[src/rtl/stream_mux_pkg.sv]
// stream_mux_pkg: shared FSM state type and select-width helper for the stream mux
package stream_mux_pkg;
    typedef enum logic {IDLE, LOCKED} state_t;
    function automatic int sel_w(input int n);
        return ($clog2(n) > 1) ? $clog2(n) : 1;
    endfunction
endpackage

[src/rtl/stream_mux_nto1_if.sv]
// stream_mux_nto1_if: N-input stream bundle with mux-side and source/sink-side modports
interface stream_mux_nto1_if import stream_mux_pkg::*; #(
    parameter int NCH = 4,
    parameter int W = 1
);
    localparam int SELW = sel_w(NCH);
    logic mode;
    logic [SELW-1:0] sel;
    logic [NCH-1:0] in_valid;
    logic [NCH-1:0][W-1:0] in_data;
    logic [NCH-1:0] in_last;
    logic [NCH-1:0] in_ready;
    logic out_valid;
    logic [W-1:0] out_data;
    logic out_last;
    logic out_ready;
    logic [SELW-1:0] grant_idx;
    modport slave (
        input mode, sel, in_valid, in_data, in_last, out_ready,
        output in_ready, out_valid, out_data, out_last, grant_idx
    );
    modport master (
        output mode, sel, in_valid, in_data, in_last, out_ready,
        input in_ready, out_valid, out_data, out_last, grant_idx
    );
endinterface

[src/rtl/stream_mux_nto1_rr_pick.sv]
// rr_pick: first set request after ptr, searching upward with wrap-around
module rr_pick #(
    parameter int NCH = 4,
    parameter int SELW = 2
) (
    input  logic [NCH-1:0] req,
    input  logic [SELW-1:0] ptr,
    output logic found,
    output logic [SELW-1:0] idx
);
    always_comb begin
        found = 1'b0;
        idx = '0;
        for (int k = NCH; k >= 1; k--) begin
            if (req[(int'(ptr) + k) % NCH]) begin
                found = 1'b1;
                idx = SELW'((int'(ptr) + k) % NCH);
            end
        end
    end
endmodule

[src/rtl/stream_mux_nto1.sv]
// stream_mux_nto1: packet-locked N:1 stream mux with select or round-robin arbitration
module stream_mux_nto1 import stream_mux_pkg::*; #(
    parameter int NCH = 4,
    parameter int W = 1
) (
    input logic clk,
    input logic rst,
    stream_mux_nto1_if.slave bus
);
    localparam int SELW = sel_w(NCH);
    state_t state, state_nx;
    logic [SELW-1:0] lock_idx, rr_ptr, grant, pick;
    logic found, grant_ok, free, take;
    rr_pick #(.NCH(NCH), .SELW(SELW)) u_pick (
        .req(bus.in_valid),
        .ptr(rr_ptr),
        .found(found),
        .idx(pick)
    );
    always_ff @(posedge clk or posedge rst) begin
        if (rst) state <= IDLE;
        else state <= state_nx;
    end
    always_comb begin
        state_nx = take ? (bus.in_last[grant] ? IDLE : LOCKED) : state;
    end
    always_comb begin
        free = !bus.out_valid || bus.out_ready;
        grant = (state == LOCKED) ? lock_idx : bus.mode ? pick : bus.sel;
        grant_ok = (state == LOCKED) ? 1'b1 : bus.mode ? found : (int'(bus.sel) < NCH);
        take = grant_ok && free && !rst && bus.in_valid[grant];
        bus.in_ready = '0;
        for (int i = 0; i < NCH; i++) bus.in_ready[i] = grant_ok && free && !rst && grant == SELW'(i);
    end
    // the output register only reloads when free, so a stalled beat holds steady
    always_ff @(posedge clk or posedge rst) begin
        if (rst) begin
            bus.out_valid <= 1'b0;
            bus.out_data <= '0;
            bus.out_last <= 1'b0;
            bus.grant_idx <= '0;
            lock_idx <= '0;
            rr_ptr <= SELW'(NCH - 1);
        end else begin
            if (take && state == IDLE) lock_idx <= grant;
            if (take && bus.in_last[grant] && bus.mode) rr_ptr <= grant;
            if (free) begin
                bus.out_valid <= take;
                if (take) begin
                    bus.out_data <= bus.in_data[grant];
                    bus.out_last <= bus.in_last[grant];
                    bus.grant_idx <= grant;
                end
            end
        end
    end
endmodule

[src/flat_wrapper.sv]
// flat-port wrapper written by rule: the top's interface ports become plain ports
module stream_mux_nto1_flat import stream_mux_pkg::*;
#(
    parameter int NCH = 4,
    parameter int W = 1
)
  (clk, rst, bus_mode, bus_sel, bus_in_valid, bus_in_data, bus_in_last, bus_out_ready, bus_in_ready, bus_out_valid, bus_out_data, bus_out_last, bus_grant_idx);
  stream_mux_nto1_if #(.NCH(NCH), .W(W)) bus_i ();
  input logic clk;
  input logic rst;
  input wire logic [$bits(bus_i.mode)-1:0] bus_mode;
  input wire logic [$bits(bus_i.sel)-1:0] bus_sel;
  input wire logic [$bits(bus_i.in_valid)-1:0] bus_in_valid;
  input wire logic [$bits(bus_i.in_data)-1:0] bus_in_data;
  input wire logic [$bits(bus_i.in_last)-1:0] bus_in_last;
  input wire logic [$bits(bus_i.out_ready)-1:0] bus_out_ready;
  output wire logic [$bits(bus_i.in_ready)-1:0] bus_in_ready;
  output wire logic [$bits(bus_i.out_valid)-1:0] bus_out_valid;
  output wire logic [$bits(bus_i.out_data)-1:0] bus_out_data;
  output wire logic [$bits(bus_i.out_last)-1:0] bus_out_last;
  output wire logic [$bits(bus_i.grant_idx)-1:0] bus_grant_idx;
  assign bus_i.mode = bus_mode;
  assign bus_i.sel = bus_sel;
  assign bus_i.in_valid = bus_in_valid;
  assign bus_i.in_data = bus_in_data;
  assign bus_i.in_last = bus_in_last;
  assign bus_i.out_ready = bus_out_ready;
  assign bus_in_ready = bus_i.in_ready;
  assign bus_out_valid = bus_i.out_valid;
  assign bus_out_data = bus_i.out_data;
  assign bus_out_last = bus_i.out_last;
  assign bus_grant_idx = bus_i.grant_idx;
  stream_mux_nto1 #(.NCH(NCH), .W(W)) u_core (.clk(clk), .rst(rst), .bus(bus_i));
endmodule
[config.mk]
export PLATFORM = sky130hd
export DESIGN_NAME = stream_mux_nto1_flat
export DESIGN_NICKNAME = d
export VERILOG_FILES = /design/src/rtl/stream_mux_pkg.sv /design/src/rtl/stream_mux_nto1_if.sv /design/src/rtl/stream_mux_nto1_rr_pick.sv /design/src/rtl/stream_mux_nto1.sv /design/src/flat_wrapper.sv
export SDC_FILE = /design/constraint.sdc
export NUM_CORES = 1
export LEC_CHECK = 0
export CAP_MARGIN = 5
export CORE_ASPECT_RATIO = 2
export CORE_MARGIN = 5
export CORE_UTILIZATION = 25
export DETAILED_ROUTE_END_ITERATION = 12
export PLACE_DENSITY_LB_ADDON = 0.12
export SETUP_SLACK_MARGIN = 0.15
export SLEW_MARGIN = 40
export SYNTH_ARGS = -nofsm -noshare
export SYNTH_HDL_FRONTEND = slang
export SYNTH_SLANG_ARGS = --single-unit
[constraint.sdc]
create_clock -name clk -period 2.6 [get_ports clk]
set_input_delay 0.52 -clock clk [delete_from_list [all_inputs] [get_ports clk]]
set_output_delay 0.52 -clock clk [all_outputs]
set_load 0.05 [all_outputs]
Word level (Yosys, flattened, before mapping):

Index checks and enable logic that the tools add are counted.

* register bits after elaboration: 10
* bits of input ports: 18
* output and inout bits: 9

* add/sub/neg operators: 4
* $lt $le $gt $ge: 5
* eq/ne operators: 3
* mux-type cells: 31
* bitwise gates (word level): 5
* reductions and logical operators: 19

Operator list (number)
* two-way mux 1 bit: 18
* < comparator 3 x 4 -> 1 bit, second input constant: 4
* binary-select mux 1 bit (select 2 bit): 7
* two-way mux 2 bit: 6
* logical AND 1 bit: 10
* OR reduction 2 bit: 4
* adder 2 x 1 -> 2 bit, second input constant: 2
* adder 2 bit, second input constant: 2
* bitwise AND 1 bit, first input constant: 4
* equality test 2 bit, second input constant: 2
* < comparator 2 x 3 -> 1 bit, second input constant: 1
* equality test 2 x 1 -> 1 bit, second input constant: 1
* zero test 1 bit: 2
* zero test 2 bit: 1
* AND reduction 2 bit: 1
* logical OR 1 bit: 1
* inverter 1 bit: 1

Longest topological paths before layout:

* word-level depth: 17
* gate-level depth with buffers: 8

Cells and area by module:

Synthesis repeated with hierarchy kept, for this count alone.

* cells, all modules: 75
* area, all modules: 778.2 sq um

By module, submodules not included
* stream_mux_nto1: instances 1, cells an instance 61, area an instance 686.9 sq um, seq. area each 252.7 sq um
* rr_pick: instances 1, cells an instance 14, area an instance 91.3 sq um, seq. area each 0.0 sq um

Worst setup path after synthesis:

OpenSTA, ideal clock, no wires.

* kind: register -> output
* start: register u_core.rr_ptr[0]
* end: output bus_in_ready[2]
* arrival time: 1.936 ns
* required time: 2.080 ns
* slack: 0.144 ns
* cell stages (with the launch flop): 6
* cells stage by stage: dfstp_2 and2b_4 o221a_4 o21ai_4 nand2_1 nor2_1

* longest elaborated chain between the ends: 13
* elaborated cells on any way between the ends: 32
* classes of those cells: add/sub (4); eq/ne (1); mux (24); reduce/logical (3)

RTL lines
* from (decl): line stream_mux_nto1.sv:12 `logic [SELW-1:0] lock_idx, rr_ptr, grant, pick;`
* from (signal assigned): line stream_mux_nto1.sv:43 `rr_ptr <= SELW'(NCH - 1);`
* from (signal assigned): line stream_mux_nto1.sv:46 `if (take && bus.in_last[grant] && bus.mode) rr_ptr <= grant;`
* adder 2 x 1 -> 2 bit: line stream_mux_nto1_rr_pick.sv:15, stream_mux_nto1_rr_pick.sv:17
* binary-select mux 1 bit (select 2 bit): line stream_mux_nto1_rr_pick.sv:15 `if (req[(int'(ptr) + k) % NCH]) begin`
* two-way mux 1 bit (not written as such) (2 in series): line stream_mux_nto1_rr_pick.sv:15
* two-way mux 1 bit (4 in series): line stream_mux_nto1_rr_pick.sv:15
* two-way mux 1 bit (2 in series): line stream_mux_nto1.sv:30 `grant_ok = (state == LOCKED) ? 1'b1 : bus.mode ? found : (int'(bus.sel) < NCH);`
* logical AND 1 bit (2 in series): line stream_mux_nto1.sv:33 `for (int i = 0; i < NCH; i++) bus.in_ready[i] = grant_ok && free && !rst && grant == SELW'(i);`
* logical AND 1 bit *: line stream_mux_nto1.sv:33
* to (decl): line flat_wrapper.sv:17 `output wire logic [$bits(bus_i.in_ready)-1:0] bus_in_ready;`

Mark *: on every way between the ends. The rest lies on a longest branch, timed or not. The select of a mux whose other input is x is not followed.

Final worst setup path:

* start: input bus_mode
* end: output bus_in_ready[2]

* longest elaborated chain between the ends: 5
* elaborated cells on any way between the ends: 8
* classes of those cells: eq/ne (1); mux (4); reduce/logical (3)

RTL lines
* from (decl): line flat_wrapper.sv:11 `input wire logic [$bits(bus_i.mode)-1:0] bus_mode;`
* two-way mux 1 bit (2 in series): line stream_mux_nto1.sv:30
* logical AND 1 bit (2 in series): line stream_mux_nto1.sv:33
* logical AND 1 bit *: line stream_mux_nto1.sv:33

Mark *: on every way between the ends. The rest lies on a longest branch, timed or not.

==> impl_results.md <==
- Maximum clock path buffer count: 2
- Reg clk slew, reported paths: 50 ps
- Mapped cell area: 958 µm²
- Post-synth top cells: nand2_1 (13), mux2_2 (9), dfrtp_1 (8), nor2_1 (8)
- Post-CTS Hold Fix Bufs: 0
- CTS tree: done
- Std-Cell Rows: 32
- Setup CP Type: primary input to output pin
- Fin util: 0.420
- Predominant post-synthesis flop cell: dfrtp_1
- ANT cells: 0
- Worst setup margin: 193 ps
- Post-synth EDFFs: 0
- Initial antenna violation count: 0
- Post-synthesis compound-gate area fraction: 0.305
- Largest family of logic cells by synthesized area: compound AO/OA/AOI/OAI gates
- Rel. slew slack: 0.659
- Port bufs: 26
- Final Slew Violations: 0
- RSZ-0062 raised after global routing: yes
- VDD IR max: 0.667 mV
- H-Tree Depth: 1
- First-pass GRT wire length: 5020 µm
- Dpl hpwl: 2470 µm
- Simple-Gate Fraction of Synth Area: 0.192
- Detailed Route Iter0 Violations: 3
- Share of cells above drive strength 1: 0.471
- Crit end category: output pin
- Vias: 989
- Reg2reg path depth: 10
- Worst slew pin tran: 509 ps
- Post-DR wirelength/cell: 14.5 µm
- Number of global-route vias before repair: 1057
- Hold depth: 2
- CP arrival: 1890 ps
- Residual DRC: 0
- Final Power: 1.72 mW
- Synth area leader: dfrtp_1
- Final Hold Viols: 0
- Setup-failing EPs final: 0
- Status: completed
- Max_cap viols: 0
- Yosys warnings: 0
- CP required: 2080 ps
- Vias per Instance: 4.75
- Synth unique cells: 47
- Initial DRT Pass Iterations: 3
- Fill cells: 396
- Top Ports: 27
- Final min period: 2410 ps
- Crit start category: primary input
- Clk_lat worst skew: 240 ps
- Final Skew: 1.22 ps
- GR Overflow Total: 0
- Gr usage total: 0.129
- Worst hold path type: register to register
- Dominant cells by area after synthesis: dfrtp_1 (21%), mux2_2 (11%), dfstp_2 (5.5%), nand2_1 (5.1%), mux2i_1 (3.1%)
- Die area: 0.00525 mm²
- Die W: 53.8 µm
- Crit path max fanout: 4
- TNS Setup: 0 ps
- Register area share after synthesis: 0.264
- Place WS: -238 ps
- Max frequency: 0.415 GHz
- Die outline height: 97.6 µm
- Largest net degree at the start of global routing: 11
- Synthesized-area fraction occupied by adder cells: 0
- Core Area: 0.00380 mm²
- Share of the synthesized area in the top cell type: 0.209
- Final #Nets: 176
- Xor/xnor share of the synthesized area: 0
- Clock Sinks: 10
- Multiplexer area fraction after synthesis: 0.176
- RePlAce Congestion: 0.744
- ANT nets after route: 0
- Seq cells post-synth: 10
- Initial Util: 0.252
- Top-count cell post-synth: nand2_1
- Reg2Reg Setup Slack: 260 ps
- Area Overhead vs Synth: 66.7%
- Cells after Synth: 104
- Asr flop ratio synth: 1.00
- WL final: 3020 µm
- Root buffer cell: clkbuf_8
- Net Count, Synth: 122
- P_leak: 0.695 nW
- Power density over cell area: 1070 mW/mm²
- Syn avg cell area: 9.22 µm²
- TritonCTS Buffers: 3
- Post-route clock period utilization: 0.926
-- state kept, by name, summed over array words and instances, names as in the netlist --
register and flops:
u_core.lock_idx 2, u_core.bus.grant_idx 2, u_core.rr_ptr 2, u_core.bus.out_valid 1
u_core.bus.out_data 1, u_core.state 1, u_core.bus.out_last 1
-- repair_timing --
action	in CTS	in global routing
resized for setup	22	3
pin swaps	8	1
setup endpoints to repair	10	6
buffers inserted	3	2
-- per-layer routing --
metal,part of all wire,GRT usage,vias up
met2,0.57,0.230,25
met4,0.052,0.0748,0
li1,-,-,491
met3,0.032,0.0123,11
met5,0,0,-
met1,0.35,0.136,462
-- placed cells by master (no fill, tap or decap), types with 2 or more instances in the layout --
cell type / instances
dfstp_2: 2
nand3_1: 2
clkdlybuf4s15_2: 3
nor2_4: 4
a21oi_1: 2
a22oi_1: 3
o211ai_2: 2
buf_12: 3
buf_4: 29
buf_6: 2
mux2i_1: 3
clkbuf_8: 4
nor4_1: 2
inv_1: 5
nor2b_1: 3
nand2_1: 12
mux2_1: 2
dfrtp_1: 8
clkdlybuf4s50_1: 16
o22ai_1: 2
dlygate4sd2_1: 3
o21ai_0: 5
mux2_2: 9
nor2_1: 4
-- power breakdown --
part	internal [mW]	total, mW	switching [mW]
registers	0.242	0.323	0.0810
logic	0.582	1.20	0.618
clock network	0.133	0.194	0.0610
-- cell families (layout without fill, tap and decap cells) --
logic type,count (synthesis),after routing
AOI/OAI and AO/OA,32,32
buffers and inverters,12,65
and+or+nand+nor,35,35
DFF,10,10
muxes,15,15
-- per-stage QoR --
step	hold slack [ps]	instances	instance area (µm²)
2_1_floorplan	359	104	958
3_3_place_gp	491	199	1460
3_5_place_dp	491	199	1460
4_1_cts	506	206	1570
5_1_grt	524	208	1600
6_report	499	208	1600
-- path summary, 6_finish.rpt --
path,from,to
max,bus_mode,bus_in_ready[2]
min reg2reg,u_core.bus.grant_idx[1]$_DFFE_PP0P_,u_core.bus.grant_idx[1]$_DFFE_PP0P_
min in group asynchronous,rst,u_core.bus.grant_idx[0]$_DFFE_PP0P_
max reg2reg,u_core.rr_ptr[0]$_DFFE_PP1P_,u_core.rr_ptr[1]$_DFFE_PP1P_
max in group asynchronous,rst,u_core.rr_ptr[0]$_DFFE_PP1P_
min,u_core.bus.grant_idx[1]$_DFFE_PP0P_,u_core.bus.grant_idx[1]$_DFFE_PP0P_
-- cell type report --
cell class | count | area, µm² | share of cell area
Inverter | 5 | 18.8 | 0.0117
Clock buffer | 4 | 55.1 | 0.0345
Timing Repair Buffer | 56 | 520 | 0.326
Multi-Input combinational cell | 82 | 687 | 0.430
Tap cell | 51 | 63.8 | 0.0399
Sequential cell | 10 | 253 | 0.158
-- worst max-delay path: stages --
cell and delay [ps]:
clkdlybuf4s15_2 200, and2b_2 230, buf_4 150, a221oi_4 360, nand2_2 160, nor2_4 120, buf_12 140
No activity file was read; power rests on OpenSTA's default activity.
